===== src/rtl/axi4_lite_pkg.sv =====
// Shared types and constants for the AXI4-lite byte-serial multiplier slave.
//   w_state_t : write-channel FSM states
//   r_state_t : read-channel FSM states
//   NB        : bytes per operand for the default 32-bit / 8-bit configuration
//   RESP_OK / RESP_ERR : 1-bit response encodings used on bresp / rresp
package axi4_lite_pkg;

   localparam int SZ_DEF  = 32;
   localparam int DSZ_DEF = 8;
   localparam int NB      = SZ_DEF / DSZ_DEF;

   localparam logic RESP_OK  = 1'b1;
   localparam logic RESP_ERR = 1'b0;

   typedef enum logic [1:0] {W_IDLE, W_DATA, W_RESP} w_state_t;
   typedef enum logic       {R_IDLE, R_DATA} r_state_t;

endpackage


===== src/rtl/axi4_lite_mult_slave_mult_core.sv =====
// mult_core: registered unsigned SZ x SZ multiplier, one cycle of latency.
// Ports:
//   _rst  in  async active-low reset (clears the product)
//   clk   in  clock
//   a, b  in  SZ-bit unsigned operands
//   p     out 2*SZ-bit registered product a*b, never truncated
module mult_core #(
   parameter int SZ = 32
) (
   input  logic            _rst,
   input  logic            clk,
   input  logic [SZ-1:0]   a,
   input  logic [SZ-1:0]   b,
   output logic [2*SZ-1:0] p
);

   // Zero-extend both operands so the multiply is evaluated at full 2*SZ width.
   always_ff @(posedge clk or negedge _rst) begin
      if (!_rst) p <= '0;
      else       p <= {{SZ{1'b0}}, a} * {{SZ{1'b0}}, b};
   end

endmodule


===== src/rtl/axi4_lite_mult_slave.sv =====
// axi4_lite_mult_slave: AXI4-lite slave for the byte-serial multiplier link.
// Byte writes to addr 0..NB-1 / NB..2*NB-1 assemble operands A / B; a registered
// multiplier forms A*B; byte reads of addr 0..2*NB-1 return the product, low byte
// first. Reading byte 0 captures the product into a snapshot so the remaining
// bytes stay coherent even if the operands are rewritten mid-read.
// Write and read channels are fully independent.
// Configuration macro: ADDR_CHECK_EN
//   defined   : address >= 2*NB answers with response 0, no write, read data 0
//   undefined : address is masked to addr & (2*NB-1), responses always 1
// Ports:
//   _rst, clk                       async active-low reset, clock
//   awaddr/awvalid/awready          write address channel
//   wdata/wvalid/wready             write data channel (one byte)
//   bresp/bvalid/bready             write response channel (1 => ok)
//   araddr/arvalid/arready          read address channel
//   rdata/rvalid/rready/rresp       read data channel (one byte, 1 => ok)
//   op_a, op_b                      operand registers
//   prod                            registered product op_a*op_b
//
// state  | meaning
// W_IDLE | waiting for a write address (awready=1)
// W_DATA | address latched, waiting for the data byte (wready=1)
// W_RESP | write done, holding bvalid until bready
// R_IDLE | waiting for a read address (arready=1)
// R_DATA | rdata loaded, holding rvalid until rready
module axi4_lite_mult_slave
   import axi4_lite_pkg::*;
#(
   parameter int SZ  = 32,
   parameter int ASZ = 4,
   parameter int DSZ = 8
) (
   input  logic            _rst,
   input  logic            clk,
   input  logic [ASZ-1:0]  awaddr,
   input  logic            awvalid,
   output logic            awready,
   input  logic [DSZ-1:0]  wdata,
   input  logic            wvalid,
   output logic            wready,
   output logic            bresp,
   output logic            bvalid,
   input  logic            bready,
   input  logic [ASZ-1:0]  araddr,
   input  logic            arvalid,
   output logic            arready,
   output logic [DSZ-1:0]  rdata,
   output logic            rvalid,
   input  logic            rready,
   output logic            rresp,
   output logic [SZ-1:0]   op_a,
   output logic [SZ-1:0]   op_b,
   output logic [2*SZ-1:0] prod
);

   localparam int NBM = SZ / DSZ;
   localparam int IW  = $clog2(2 * NBM);

   w_state_t w_state, w_next;
   r_state_t r_state, r_next;

   logic [ASZ-1:0]  aw_q;
   logic [IW-1:0]   w_idx, r_idx;
   logic            w_ok, r_ok;
   logic [2*SZ-1:0] snapshot;

`ifdef ADDR_CHECK_EN
   localparam logic [ASZ-1:0] ALIM = ASZ'(2 * NBM);
   assign w_ok  = (aw_q < ALIM);
   assign r_ok  = (araddr < ALIM);
   assign w_idx = aw_q[IW-1:0];
   assign r_idx = araddr[IW-1:0];
`else
   localparam logic [ASZ-1:0] AMASK = ASZ'(2 * NBM - 1);
   assign w_ok  = RESP_OK;
   assign r_ok  = RESP_OK;
   assign w_idx = IW'(aw_q & AMASK);
   assign r_idx = IW'(araddr & AMASK);
`endif

   mult_core #(.SZ(SZ)) u_mult (
      ._rst (_rst),
      .clk  (clk),
      .a    (op_a),
      .b    (op_b),
      .p    (prod)
   );

   always_ff @(posedge clk or negedge _rst) begin
      if (!_rst) begin
         w_state <= W_IDLE;
         r_state <= R_IDLE;
      end else begin
         w_state <= w_next;
         r_state <= r_next;
      end
   end

   always_comb begin
      w_next  = w_state;
      awready = 1'b0;
      wready  = 1'b0;
      bvalid  = 1'b0;
      case (w_state)
         W_IDLE: begin
            awready = 1'b1;
            if (awvalid) w_next = W_DATA;
         end
         W_DATA: begin
            wready = 1'b1;
            if (wvalid) w_next = W_RESP;
         end
         W_RESP: begin
            bvalid = 1'b1;
            if (bready) w_next = W_IDLE;
         end
         default: w_next = W_IDLE;
      endcase
   end

   always_comb begin
      r_next  = r_state;
      arready = 1'b0;
      rvalid  = 1'b0;
      case (r_state)
         R_IDLE: begin
            arready = 1'b1;
            if (arvalid) r_next = R_DATA;
         end
         R_DATA: begin
            rvalid = 1'b1;
            if (rready) r_next = R_IDLE;
         end
         default: r_next = R_IDLE;
      endcase
   end

   // Write datapath: the top index bit selects operand B, the rest pick the byte.
   always_ff @(posedge clk or negedge _rst) begin
      if (!_rst) begin
         aw_q  <= '0;
         op_a  <= '0;
         op_b  <= '0;
         bresp <= RESP_ERR;
      end else begin
         if (awvalid && awready) aw_q <= awaddr;
         if (wvalid && wready) begin
            bresp <= w_ok;
            if (w_ok) begin
               if (w_idx[IW-1]) op_b[w_idx[IW-2:0]*DSZ +: DSZ] <= wdata;
               else             op_a[w_idx[IW-2:0]*DSZ +: DSZ] <= wdata;
            end
         end
      end
   end

   // Read datapath: byte 0 re-captures the product, later bytes come from the snapshot.
   always_ff @(posedge clk or negedge _rst) begin
      if (!_rst) begin
         snapshot <= '0;
         rdata    <= '0;
         rresp    <= RESP_ERR;
      end else if (arvalid && arready) begin
         rresp <= r_ok;
         if (!r_ok) begin
            rdata <= '0;
         end else if (r_idx == '0) begin
            snapshot <= prod;
            rdata    <= prod[DSZ-1:0];
         end else begin
            rdata <= snapshot[r_idx*DSZ +: DSZ];
         end
      end
   end

endmodule


===== config.mk =====
export PLATFORM = sky130hd
export DESIGN_NAME = axi4_lite_mult_slave
export DESIGN_NICKNAME = d
export VERILOG_FILES = /design/src/rtl/axi4_lite_pkg.sv /design/src/rtl/axi4_lite_mult_slave_mult_core.sv /design/src/rtl/axi4_lite_mult_slave.sv
export SDC_FILE = /design/constraint.sdc
export NUM_CORES = 2
export LEC_CHECK = 0
export BUFFER_PORTS_ARGS = -buffer_cell sky130_fd_sc_hd__buf_2
export CORE_MARGIN = 5
export CORE_UTILIZATION = 54
export DETAILED_ROUTE_END_ITERATION = 12
export GPL_ROUTABILITY_DRIVEN = 0
export HOLD_SLACK_MARGIN = 0.15
export PLACE_DENSITY = 0.73
export SYNTH_ARGS = -nofsm -noshare
export SYNTH_HDL_FRONTEND = slang
export SYNTH_SLANG_ARGS = --single-unit
export TNS_END_PERCENT = 100

===== constraint.sdc =====
create_clock -name clk -period 8.4 [get_ports clk]
set_clock_uncertainty 0.1 [all_clocks]
set_input_delay 0.42 -clock clk [delete_from_list [all_inputs] [get_ports clk]]
set_output_delay 0.42 -clock clk [all_outputs]
set_load 0.03 [all_outputs]

# == Yosys cells after proc, flatten, opt, wreduce, memory -nomap -nowiden ==
# Index checks and enable logic that the tools add are counted.
# word_totals
ff_bits,208
in_bits,23
elab_cells,46
# op_classes
eq_ne,5
shifts,3
addsub,1
muxes,15
bitwise_logic,2
reduce_logical,9
mul,1
# ops
operator,n
$bwmux W32,2
$mul A32 B32 Y64,1
$shiftx A64 B7 Y8,1
$neg A5 Y34,1
$shift A8 B34 Y32 const A,1
$shiftx A8 B34 Y32,1
$mux W8,1
$mux W1,7
$mux W2,3
$ne A2 B2 Y1 const B,3
$pmux W2 S3,1
$reduce_and A2 Y1,3
$logic_and A1 B1 Y1,3
$logic_not A3 Y1,1
$reduce_and A3 Y1,1
$eq A2 B1 Y1 const B,1
$eq A2 B2 Y1 const B,1
$logic_not A2 Y1,1
$not A1 Y1,2
$pmux W1 S2,1

# == Logic depth before layout (Yosys ltp) ==
# logic_depth
depth_word,4
ltp_mapped,26
depth_no_buf,24

# == Hierarchy ==
# A second synthesis with hierarchy kept.
# unflattened
hier_cells,4195
hier_area_um2,41124.4
# by_module_without_submodules
mod,area_each_um2,cells_each,n_inst
mult_core,35148.7,3788,1
axi4_lite_mult_slave,5975.7,407,1

# == Worst setup path after synthesis ==
# No wires, ideal clock.
# synth_path
path_type,reg-to-reg
from,reg op_a[30]
to,reg u_mult.p[62]
path_slack_ns,1.330
path_stages_with_launch,25
arrival_ns,6.890
setup_time_ns,0.080
synth_period_minus_slack_ns,7.070
path_buffers,1
cell_sequence,dfrtp_1 -> clkbuf_1 -> nand2_1 -> fa_1 -> inv_1 -> fa_1 -> fa_1 -> inv_1 -> fa_1 -> inv_1 -> fa_1 -> fa_1 -> fa_1 -> inv_1 -> fa_1 -> inv_1 -> ha_1 -> a21oi_1 -> o21bai_1 -> a21oi_1 -> o21ai_0 -> a221oi_1 -> o221ai_1 -> a221oi_2 -> xnor2_1
# synth_between
elab_chain_cells,1
# synth_lines
item,line,text
"start, declared",axi4_lite_mult_slave.sv:51,"output logic [SZ-1:0] op_a,"
"start signal, assigned by index",axi4_lite_mult_slave.sv:151,else op_a[w_idx[IW-2:0]*DSZ +: DSZ] <= wdata;
$mul A32 B32 Y64,axi4_lite_mult_slave_mult_core.sv:20,"else p <= {{SZ{1'b0}}, a} * {{SZ{1'b0}}, b};"
"end signal, assigned",axi4_lite_mult_slave_mult_core.sv:20,
"end, declared",axi4_lite_mult_slave_mult_core.sv:14,output logic [2*SZ-1:0] p
# No other way between the ends.
# A chain may end at the register's enable or synchronous reset.

# == Final worst setup path ==
# layout_path
from,reg op_b[13]
to,reg u_mult.p[50]
# layout_between
elab_chain_cells,1
# layout_lines
item,line,text
"start, declared",axi4_lite_mult_slave.sv:52,"output logic [SZ-1:0] op_b,"
"start signal, assigned by index",axi4_lite_mult_slave.sv:150,if (w_idx[IW-1]) op_b[w_idx[IW-2:0]*DSZ +: DSZ] <= wdata;
$mul A32 B32 Y64,axi4_lite_mult_slave_mult_core.sv:20,
# No other way between the ends.

==> flow_metrics.tcl <==
set metrics [dict create \
    firstDrtPassIters 6 \
    r2r_start "op_b[13]" \
    intPower_mw 2.907 \
    endpoint_kind "flip-flop" \
    grt_pass1_wl_um 174300 \
    yosysWarnings 0 \
    synthArstFlopShare_pct 100.0 \
    h-tree-depth 4 \
    powerDensity_nw_per_um2 158.8 \
    p_leak_nw 22.79 \
    p_sw_mw 3.924 \
    final_nets 5440 \
    worst_setup_path_start_kind "flip-flop" \
    clk_latency_ns 0.46 \
    drive_gt1_share_pct 9.119 \
    clock-sinks 200 \
    finalHoldViolations 0 \
    synth_nets 5376 \
    core_um2 74200 \
    cap_violations 0 \
    fp.dieW_um 283.2 \
    cts_tree "done" \
    io_buffers 163 \
    post-route-period-util_pct 95.78 \
    hp-start "wdata[6]" \
    relSlewSlack_pct 23.16 \
    grt_pass1_vias 31615 \
    grt.overflow.total 0 \
    yosys.area.top_type_share_pct 44.50 \
    synth.distinct_cells 57 \
    clock.fmax_ghz 0.1243 \
    drtAntennaViolNets 0 \
    avgRoutedWirePerCell_um 20.56 \
    worst_pin_slew_ns 1.153 \
    synth-edff-count 0 \
    cp.arrival_ns 8.28 \
    ys_ff_latch 200 \
    combPwrFrac_pct 56.8 \
    diodes 0 \
    finalInstanceArea_um2 43020 \
    swShare_pct 57.44 \
    finalMaxSlewViolations 0 \
    ys.flop_type "dfrtp_1" \
    criticalPathCategory "reg2reg" \
    synth_top_area_cell "fa_1" \
    crit_fanout 24 \
    grt_setup_unrepaired "false" \
    clkPwrFrac_pct 14.0 \
    outcome "finished, final reports clean" \
    cts_made_buffers 17 \
    finalSetupTns_ns 0 \
    start_util_pct 54.33 \
    utilization_pct 57.97 \
    pwr-share-seq_pct 29.2 \
    grt_use_total_pct 27.50 \
    dp_cells 5193 \
    place_area_um2 42250 \
    finalSetupViolations 0 \
    syn_area_per_cell_um2 9.623 \
    dpl.hpwl_um 85120 \
    grt_max_degree 71 \
    clkTransAtPathRegs_ns 0.10 \
    final_cells 5235 \
    syn_inst 4189 \
    vias 29140 \
    clk_path_buf_depth 2 \
    layout_min_cycle_time_ns 8.045 \
    peakVddDrop_mv 0.1781 \
    die_area_um2 80210 \
    drcViolationCount 0 \
    drtIter0Drc 1783 \
    die_y_um 283.2 \
    netlist_top_cells_area "fa_1 44%, dfrtp_1 12%, and2_1 9.2%" \
    antenna_found_initial 0 \
    seq_area_frac_synth_pct 12.42 \
    io_pins 166 \
    reg2reg_slack_ns 0.35 \
    cp.required_ns 8.64 \
    clockRootBuffer "clkbuf_16" \
    synth.cell_area_um2 40310 \
    avgViaCountPerCell 5.566 \
    syn_to_final_growth_pct 6.707 \
    routed_wl_um 107600 \
    hold_path.class "in2reg" \
    crit_path_start "op_b[13]" \
    fp-row-count 100 \
]
-- cell usage after synthesis, drive strengths merged, types with 7 or more instances --
| cell type | n |
|---|---|
| fa | 896 |
| inv | 858 |
| nand2 | 606 |
| and2 | 596 |
| ha | 268 |
| clkbuf | 224 |
| dfrtp | 200 |
| o21ai | 120 |
| a21oi | 73 |
| mux2 | 57 |
| xnor2 | 40 |
| nor2 | 35 |
| a21o | 30 |
| xor2 | 24 |
| nand4 | 19 |
| mux4 | 15 |
| and3 | 11 |
| a31oi | 10 |
| buf | 10 |
| o21bai | 10 |
| mux2i | 9 |
| nand3 | 8 |
| nor3 | 8 |
| a221oi | 7 |
-- sequential cells by signal (all words and copies together) (netlist names) --
register,cells
aw_q,3
op_a,32
snapshot,56
rresp,1
bresp,1
op_b,32
rdata,8
u_mult.p,64
r_state,1
w_state,2
-- area by class of cell --
cell class	count	area [µm²]
Clock buffer	17	425.4
Clock inverter	15	236.5
Fill cell	6422	31180
Inverter	858	3221
Multi-Input combinational cell	2897	31190
Sequential cell	200	5007
Tap cell	969	1212
Timing Repair Buffer	279	1720
-- stage by stage --
stage / hold slack [ns] / power (mW) / setup WS (ns)
finish: 0.1773 / 6.831 / 0.3547
detailed placement: 0.3320 / 5.841 / 0.3081
CTS: 0.1514 / 6.829 / 0.2835
global placement: 0.3326 / 5.766 / 0.3427
floorplan: 0.02441 / 4.019 / 1.330
global route: 0.1808 / 7.255 / 0.01043
-- logic make-up (layout without fill, tap and decap cells) --
group           after synthesis  count (layout)  synth area share [%]
xor+xnor                     64              64                 1.391
mux                          81              81                 2.654
compound gates              287             287                 4.314
buf+inv                    1092            1169                 10.21
fa+ha+maj                  1164            1164                 52.82
flops                       200             200                 12.42
simple gates               1301            1301                 16.20
-- final timing paths --
check                          endpoint  cells past startpoint
min in group asynchronous  u_mult.p[62]                      2
max                        u_mult.p[50]                     23
min                             op_b[6]                      3
max in group asynchronous      op_b[10]                      3
min reg2reg                       bresp                      1
max reg2reg                u_mult.p[50]                     23
-- power groups by stage --
stage          clock network [mW]  logic (mW)  registers (mW)
2_1_floorplan                   0        2.30            1.72
3_3_place_gp                    0        3.80            1.97
3_5_place_dp                    0        3.87            1.97
4_1_cts                     0.974        3.90            1.95
5_1_grt                      1.01        4.24            2.01
6_report                    0.956        3.88            1.99
-- critical path, stage by stage (launching register included) --
cell and delay [ns]:
dfrtp_1 1.10, buf_4 0.33, and2_1 0.16, fa_1 0.43, fa_1 0.49, inv_1 0.05, fa_1 0.49, fa_1 0.42
inv_1 0.09, fa_1 0.44, fa_1 0.47, fa_1 0.55, inv_1 0.06, fa_1 0.50, inv_1 0.06, ha_1 0.38
nand2_1 0.18, nor4_1 0.37, o2111ai_1 0.20, o21ai_2 0.25, o21ai_2 0.15, o31ai_1 0.37, a21boi_1 0.14, xnor2_1 0.15
-- per-layer routing --
metal  track usage, %  routed length [µm]
met3            3.449                6125
met2            48.02               55200
met4            13.17                5811
met5                0                   0
met1            34.15               40470
-- cells in the final DEF, fill, tap and decap left out, drive strengths merged, types with 3 or more instances in the layout --
cell type and n:
a211oi 6, a21boi 5, a21o 30, a21oi 73, a221oi 7, a31oi 10
and2 596, and3 11, buf 268, clkbuf 18, clkinv 4, dfrtp 200
dlygate4sd3 10, fa 896, ha 268, inv 869, mux2 57, mux2i 9
mux4 15, nand2 606, nand2b 5, nand3 8, nand4 19, nor2 35
nor2b 4, nor3 8, nor3b 3, o2111ai 3, o211ai 6, o21a 3
o21ai 120, o21bai 10, xnor2 40, xor2 24
-- what timing repair did --
item                                    4_1_cts  5_1_grt
endpoints found under the hold margin        71        0
hold buffers                                 10        0
endpoints found under the setup margin        0        6
buffers inserted                              0        0
resized for setup                             0        2
No activity file was read; power rests on OpenSTA's default activity.
